===== src/rtl/ext_addr_pipe.sv =====
// LC-3 immediate extract/extend with optional base add, behind a 2-entry skid buffer.
// Latency 1 cycle; in_ready is state-derived and never combinationally depends on out_ready.
module ext_addr_pipe #(
   parameter int DATA_WIDTH = 16,
   parameter int TRAP_SHIFT = 0
) (
   input  logic                  Clk,
   input  logic                  Reset,
   input  logic                  in_valid,
   output logic                  in_ready,
   input  logic [15:0]           ir,
   input  logic [2:0]            mode,
   input  logic                  add_en,
   input  logic [DATA_WIDTH-1:0] base,
   output logic                  out_valid,
   input  logic                  out_ready,
   output logic [DATA_WIDTH-1:0] result,
   output logic                  err
);

   typedef enum logic [1:0] {
      EMPTY = 2'd0,
      ONE   = 2'd1,
      TWO   = 2'd2
   } state_t;

   state_t                state_q, state_d;
   logic [DATA_WIDTH-1:0] ext_d, sum_d, trap_zx;
   logic                  err_d;
   logic [DATA_WIDTH-1:0] or_dat, sr_dat;
   logic                  or_err, sr_err;
   logic                  or_vld, sr_vld;
   logic                  in_xfer, out_xfer;
   logic                  ld_or_new, ld_or_sr, ld_sr;
   logic                  unused_ir;

   assign unused_ir = ^ir[15:11];
   assign trap_zx   = {{(DATA_WIDTH-8){1'b0}}, ir[7:0]};

   always_comb begin
      ext_d = '0;
      err_d = 1'b0;
      unique case (mode)
         3'd0:    ext_d = {{(DATA_WIDTH-5){ir[4]}},  ir[4:0]};
         3'd1:    ext_d = {{(DATA_WIDTH-6){ir[5]}},  ir[5:0]};
         3'd2:    ext_d = {{(DATA_WIDTH-9){ir[8]}},  ir[8:0]};
         3'd3:    ext_d = {{(DATA_WIDTH-11){ir[10]}}, ir[10:0]};
         3'd4:    ext_d = trap_zx;
         3'd5:    ext_d = trap_zx << TRAP_SHIFT;
         default: err_d = 1'b1;
      endcase
   end

   // Base is added even for illegal modes; carry-out falls off the top.
   assign sum_d = add_en ? (base + ext_d) : ext_d;

   assign or_vld    = (state_q == ONE) || (state_q == TWO);
   assign sr_vld    = (state_q == TWO);
   assign in_ready  = !sr_vld && !Reset;
   assign out_valid = or_vld;
   assign result    = or_dat;
   assign err       = or_err;

   assign in_xfer  = in_valid && in_ready;
   assign out_xfer = or_vld && out_ready;

   always_comb begin
      state_d   = state_q;
      ld_or_new = 1'b0;
      ld_or_sr  = 1'b0;
      ld_sr     = 1'b0;
      case (state_q)
         EMPTY: begin
            if (in_xfer) begin
               state_d   = ONE;
               ld_or_new = 1'b1;
            end
         end
         ONE: begin
            if (in_xfer && !out_xfer) begin
               state_d = TWO;
               ld_sr   = 1'b1;
            end else if (!in_xfer && out_xfer) begin
               state_d = EMPTY;
            end else if (in_xfer && out_xfer) begin
               ld_or_new = 1'b1;
            end
         end
         TWO: begin
            if (out_xfer) begin
               state_d  = ONE;
               ld_or_sr = 1'b1;
            end
         end
         default: state_d = EMPTY;
      endcase
   end

   always_ff @(posedge Clk) begin
      if (Reset) begin
         state_q <= EMPTY;
      end else begin
         state_q <= state_d;
      end
   end

   always_ff @(posedge Clk) begin
      if (Reset) begin
         or_dat <= '0;
         or_err <= 1'b0;
         sr_dat <= '0;
         sr_err <= 1'b0;
      end else begin
         if (ld_or_new) begin
            or_dat <= sum_d;
            or_err <= err_d;
         end else if (ld_or_sr) begin
            or_dat <= sr_dat;
            or_err <= sr_err;
         end
         if (ld_sr) begin
            sr_dat <= sum_d;
            sr_err <= err_d;
         end
      end
   end

endmodule


===== config.mk =====
export PLATFORM = sky130hd
export DESIGN_NAME = ext_addr_pipe
export DESIGN_NICKNAME = d
export VERILOG_FILES = /design/src/rtl/ext_addr_pipe.sv
export SDC_FILE = /design/constraint.sdc
export NUM_CORES = 1
export LEC_CHECK = 0
export ABC_AREA = 1
export CORE_MARGIN = 2
export CORE_UTILIZATION = 50
export DETAILED_ROUTE_END_ITERATION = 10
export PLACE_DENSITY = 0.76
export SLEW_MARGIN = 25
export SYNTH_ARGS = -nofsm -noshare
export SYNTH_HDL_FRONTEND = slang
export SYNTH_SLANG_ARGS = --single-unit

===== constraint.sdc =====
create_clock -name Clk -period 3.4 [get_ports Clk]
set_input_delay 0.51 -clock Clk [delete_from_list [all_inputs] [get_ports Clk]]
set_output_delay 0.51 -clock Clk [all_outputs]
set_load 0.02 [all_outputs]

# After elaboration in Yosys (flattened, before gate mapping)
# Index checks and enable logic that the tools add are counted.
[word_totals] word_cells=54 output_inout_bits=19 reg_bits=36
[classes] addsub=1 eq_ne=10 reduce_logical=17 n_mux=21
[op_table] cell="$pmux W16 S5" count=1
[op_table] cell="$mux W16" count=3
[op_table] cell="$add A16 B16 Y16" count=1
[op_table] cell="$mux W1" count=11
[op_table] cell="$mux W2" count=4
[op_table] cell="$eq A3 B2 Y1 const B" count=2
[op_table] cell="$eq A3 B3 Y1 const B" count=2
[op_table] cell="$logic_and A1 B1 Y1" count=6
[op_table] cell="$pmux W2 S3" count=1
[op_table] cell="$reduce_or A6 Y1" count=1
[op_table] cell="$logic_not A1 Y1" count=4
[op_table] cell="$eq A3 B1 Y1 const B" count=1
[op_table] cell="$logic_not A3 Y1" count=1
[op_table] cell="$ne A3 B1 Y1 const B" count=1
[op_table] cell="$reduce_and A3 Y1" count=1
[op_table] cell="$eq A2 B1 Y1 const B" count=1
[op_table] cell="$eq A2 B2 Y1 const B" count=1
[op_table] cell="$logic_not A2 Y1" count=1
[op_table] cell="$ne A2 B1 Y1 const B" count=1
[op_table] cell="$ne A2 B2 Y1 const B" count=1
[op_table] cell="$pmux W1 S2" count=1
[op_table] cell="$reduce_bool A2 Y1" count=1
[op_table] cell="$reduce_or A2 Y1" count=1
[op_table] cell="$logic_or A1 B1 Y1" count=1

# Longest topological paths before layout
[logic_depth] depth_word=10 ltp_mapped=18

# Worst setup path before layout
# OpenSTA, ideal clock, no wires.
[synth_timing] path_type="in2reg" from="in mode[2]" to="reg or_dat[12] (netlist: result[12])" setup_time_ns=0.109 arrival_ns=2.139 path_buffers=0 slack_ns=1.152 cell_stages=18 t_required_ns=3.291 path_cell_list="nand2_1 > inv_1 > nor2_1 > ha_1 > inv_1 > fa_1 > inv_1 > nand3_1 > nand3_1 > nand2_1 > nand2_1 > nand2_1 > nand2_1 > nand2_1 > nand3_1 > nand3_1 > nand2_1 > inv_1"
[synth_between] elab_chain_cells=6 elab_cells_between_ends=11
[synth_lines] item="start: declaration" line_no="12" text="input logic [2:0] mode,"
[synth_lines] item="$eq A3 B3 Y1" line_no="43" text="unique case (mode)"
[synth_lines] item="$reduce_or A2 Y1 (no source line)"
[synth_lines] item="$pmux W16 S5 (*)" line_no="43"
[synth_lines] item="$add A16 B16 Y16" line_no="55" text="assign sum_d = add_en ? (base + ext_d) : ext_d;"
[synth_lines] item="$mux W16 (*)" line_no="55"
[synth_lines] item="$mux W16 (*)" line_no="114" text="if (ld_or_new) begin"
[synth_lines] item="end signal: assignment" line_no="115" text="or_dat <= sum_d;"
[synth_lines] item="end signal: assignment" line_no="118" text="or_dat <= sr_dat;"
[synth_lines] item="end: declaration" line_no="30" text="logic [DATA_WIDTH-1:0] or_dat, sr_dat;"
# Mark *: on every way between the ends. The rest lies on a longest branch, timed or not.
# A chain may end at the register's enable or synchronous reset.

# Worst setup path after layout
# Same ends and word-level chain as after synthesis.

==> results.yml <==
outcome:
  status: "completed"
job:
  maxCapViolations: 0
clock_network:
  cts_buffer_depth: 2
  cts_buffers: 5
  h-tree-depth: 2
  cts_setup_buffers: 0
  cts-root-buf: "clkbuf_8"
  path_clk_slew_ps: 70
  clock_latency_ps: 290
  cts_sinks: 36
  holdBufCountCts: 0
  cts_resized: 0
  cts_tree: "done"
cells_and_area:
  antenna-diode-count: 0
  utilization_pct: 63.6
  fin_nets: 566
  seq_area_um2: 721
  multi_input_area_mm2: 0.00175
  n_fill_cell: 522
  syn2layout_area_growth_pct: 23.0
  drive_above_1_share_pct: 5.73
timing:
  finalCriticalPeriod_ps: 2970
  slew_headroom_pct: 66.6
  rsz0062_at_grt: "false"
  hold_viol: 0
  skew_ps: 2.49
  hold_slack_ps: 467
  setup_violations: 0
  worstMarginPinSlew_ps: 501
  drv_slew: 0
  fin_ws_ps: 425
  finalCritPeriodShare_pct: 87.5
  max_freq_ghz: 0.336
  finalSetupTns_ps: 0
place:
  place_ws_ps: 136
  place.gp.congestion: 0.926
  dp_hpwl_mm: 5.62
  numPortBuffers: 53
worst_setup_path:
  worstSetupPathType: "input pin to flop"
  crit_chain: "clkdlybuf4s50_1 -> nand2_1 -> inv_1 -> nor2_1 -> ha_1 -> inv_1 -> fa_1 -> inv_1 -> nand3_1 -> nand3_1 -> nand2_1 -> nand2_1 -> nand2_1 -> nand2_1 -> nand2_1 -> nand3_1 -> nand3_1 -> nand2_1 -> inv_1"
  worstPathMaxFanout: 5
  cp.required_ps: 3590
  crit_arrival_ps: 3160
  path_common_cell: "nand2_1"
  max_stage_delay_ps: 520
  critPathTopFamily: "simple AND/OR/NAND/NOR gates"
  start_kind: "input pin"
  crit_slowest_cell: "clkdlybuf4s50_1"
  worst_setup_path_end_kind: "flop"
  path_buf_inv: 5
yosys:
  yosys.cell_types.count: 36
  synthFlopType: "dfxtp_1"
  async_flop_share_pct: 0
  yosys_warnings: 0
  avgSynthCellArea_um2: 6.23
  synthCells: 454
  yosysMostFrequentCell: "nand2_1"
  synth_common_cells: "nand2_1, inv_1, dfxtp_1"
  syn_nets: 514
  yosysTopAreaCellShare_pct: 25.5
  ys_ff_latch: 36
  yosys-top-cells-area: "dfxtp_1, nand2_1, inv_1"
  netlist_area_mm2: 0.00283
  synth_edf_count: 0
  ys_seq_area_share_pct: 25.5
  yosysTopAreaCell: "dfxtp_1"
detailed_routing:
  wl_met2_mm: 3.32
  drt_iter0_drc: 191
  wl_per_cell_um: 12.5
  drc: 0
  wl_met3_um: 423
  vias: 2982
  drtPass1Iterations: 5
  viasPerCell: 5.16
  wl_mm: 7.25
  met1_length_mm: 3.42
  top_layer: "met4"
  drtAntennaViolNets: 0
floorplanning:
  fp.dieW_um: 79.2
  die_h_um: 79.2
  rows: 27
  start_util_pct: 51.7
  io_pins: 59
  die-area_mm2: 0.00628
  core-area_mm2: 0.00547
pwr:
  p_total_mw: 1.56
  peakVddDrop_v: 0.000241
  leakage_nw: 1.75
  powerDensity_mw_per_mm2: 449
grt:
  antenna_found_initial: 0
  grt_max_degree: 22
  grt_pass1_vias: 2718
  grt_usage_pct: 23.9
  grt_pass1_wl_mm: 12.0
  overflow: 0
worst_hold_path:
  hp-class: "flop to flop"
## through the flow
stage / instances / cell area [um2]
floorplan: 454 / 2830
global placement: 571 / 3400
detailed placement: 571 / 3400
CTS: 578 / 3480
global route: 578 / 3480
finish: 578 / 3480
## cell type report
class | count | share of cell area [%]
inverter | 78 | 8.41
multi-input combinational | 329 | 50.2
timing repair buffer | 56 | 15.9
sequential | 36 | 20.7
clock buffer | 6 | 2.08
clock inverter | 1 | 0.144
tap | 72 | 2.59
## report_power, final
part / internal, mW / total (mW) / switching (mW)
clock: 0.139 / 0.285 / 0.146
sequential: 0.491 / 0.529 / 0.0377
combinational: 0.303 / 0.749 / 0.447
total: 0.933 / 1.56 / 0.630
## worst reg2reg max path: cells and delay by family (launching register included)
kind	cells	cell delay (ps)
compound gates	2	170
fa+ha+maj	1	260
buf+inv	3	580
flops	1	370
simple gates	2	560
## flip-flops by register name, indices dropped and copies added, names as in the netlist
register / cells
err: 1
result: 16
sr_dat: 16
sr_err: 1
state_q: 2
## layout by cell type, fill, tap and decap left out, drive strengths merged, types with 3 or more instances in the layout
master,instances
a21oi,24
a31oi,10
buf,3
clkbuf,6
clkdlybuf4s50,53
dfxtp,36
ha,19
inv,77
nand2,150
nand3,37
nand4,5
nor2,22
nor3,3
o21a,5
o21ai,30
o21bai,8
xnor2,4
## kinds of logic after synthesis
group                    Yosys count  share of synthesized area (%)
buffers and inverters             89                           12.8
adder cells (fa/ha/maj)           20                           9.11
XOR/XNOR                           6                           1.86
AO/OA/AOI/OAI                     84                           17.3
flip-flops                        36                           25.5
AND/OR/NAND/NOR                  219                           33.5
## per-layer routing
layer / track usage (%) / vias up
li1: - / 1553
met1: 32.7 / 1322
met2: 39.8 / 97
met3: 3.52 / 10
met4: 5.69 / 0
met5: 0 / -
## final timing paths
path / cells past startpoint / end / slack (ps) / startpoint
setup / recovery: 19 / result[12] / 430 / mode[2]
hold / removal: 2 / sr_dat[2] / 470 / sr_dat[2]
setup reg to reg: 8 / result[5] / 1350 / state_q[0]
hold reg to reg: 2 / sr_dat[2] / 470 / sr_dat[2]
No activity file was read; power rests on OpenSTA's default activity.
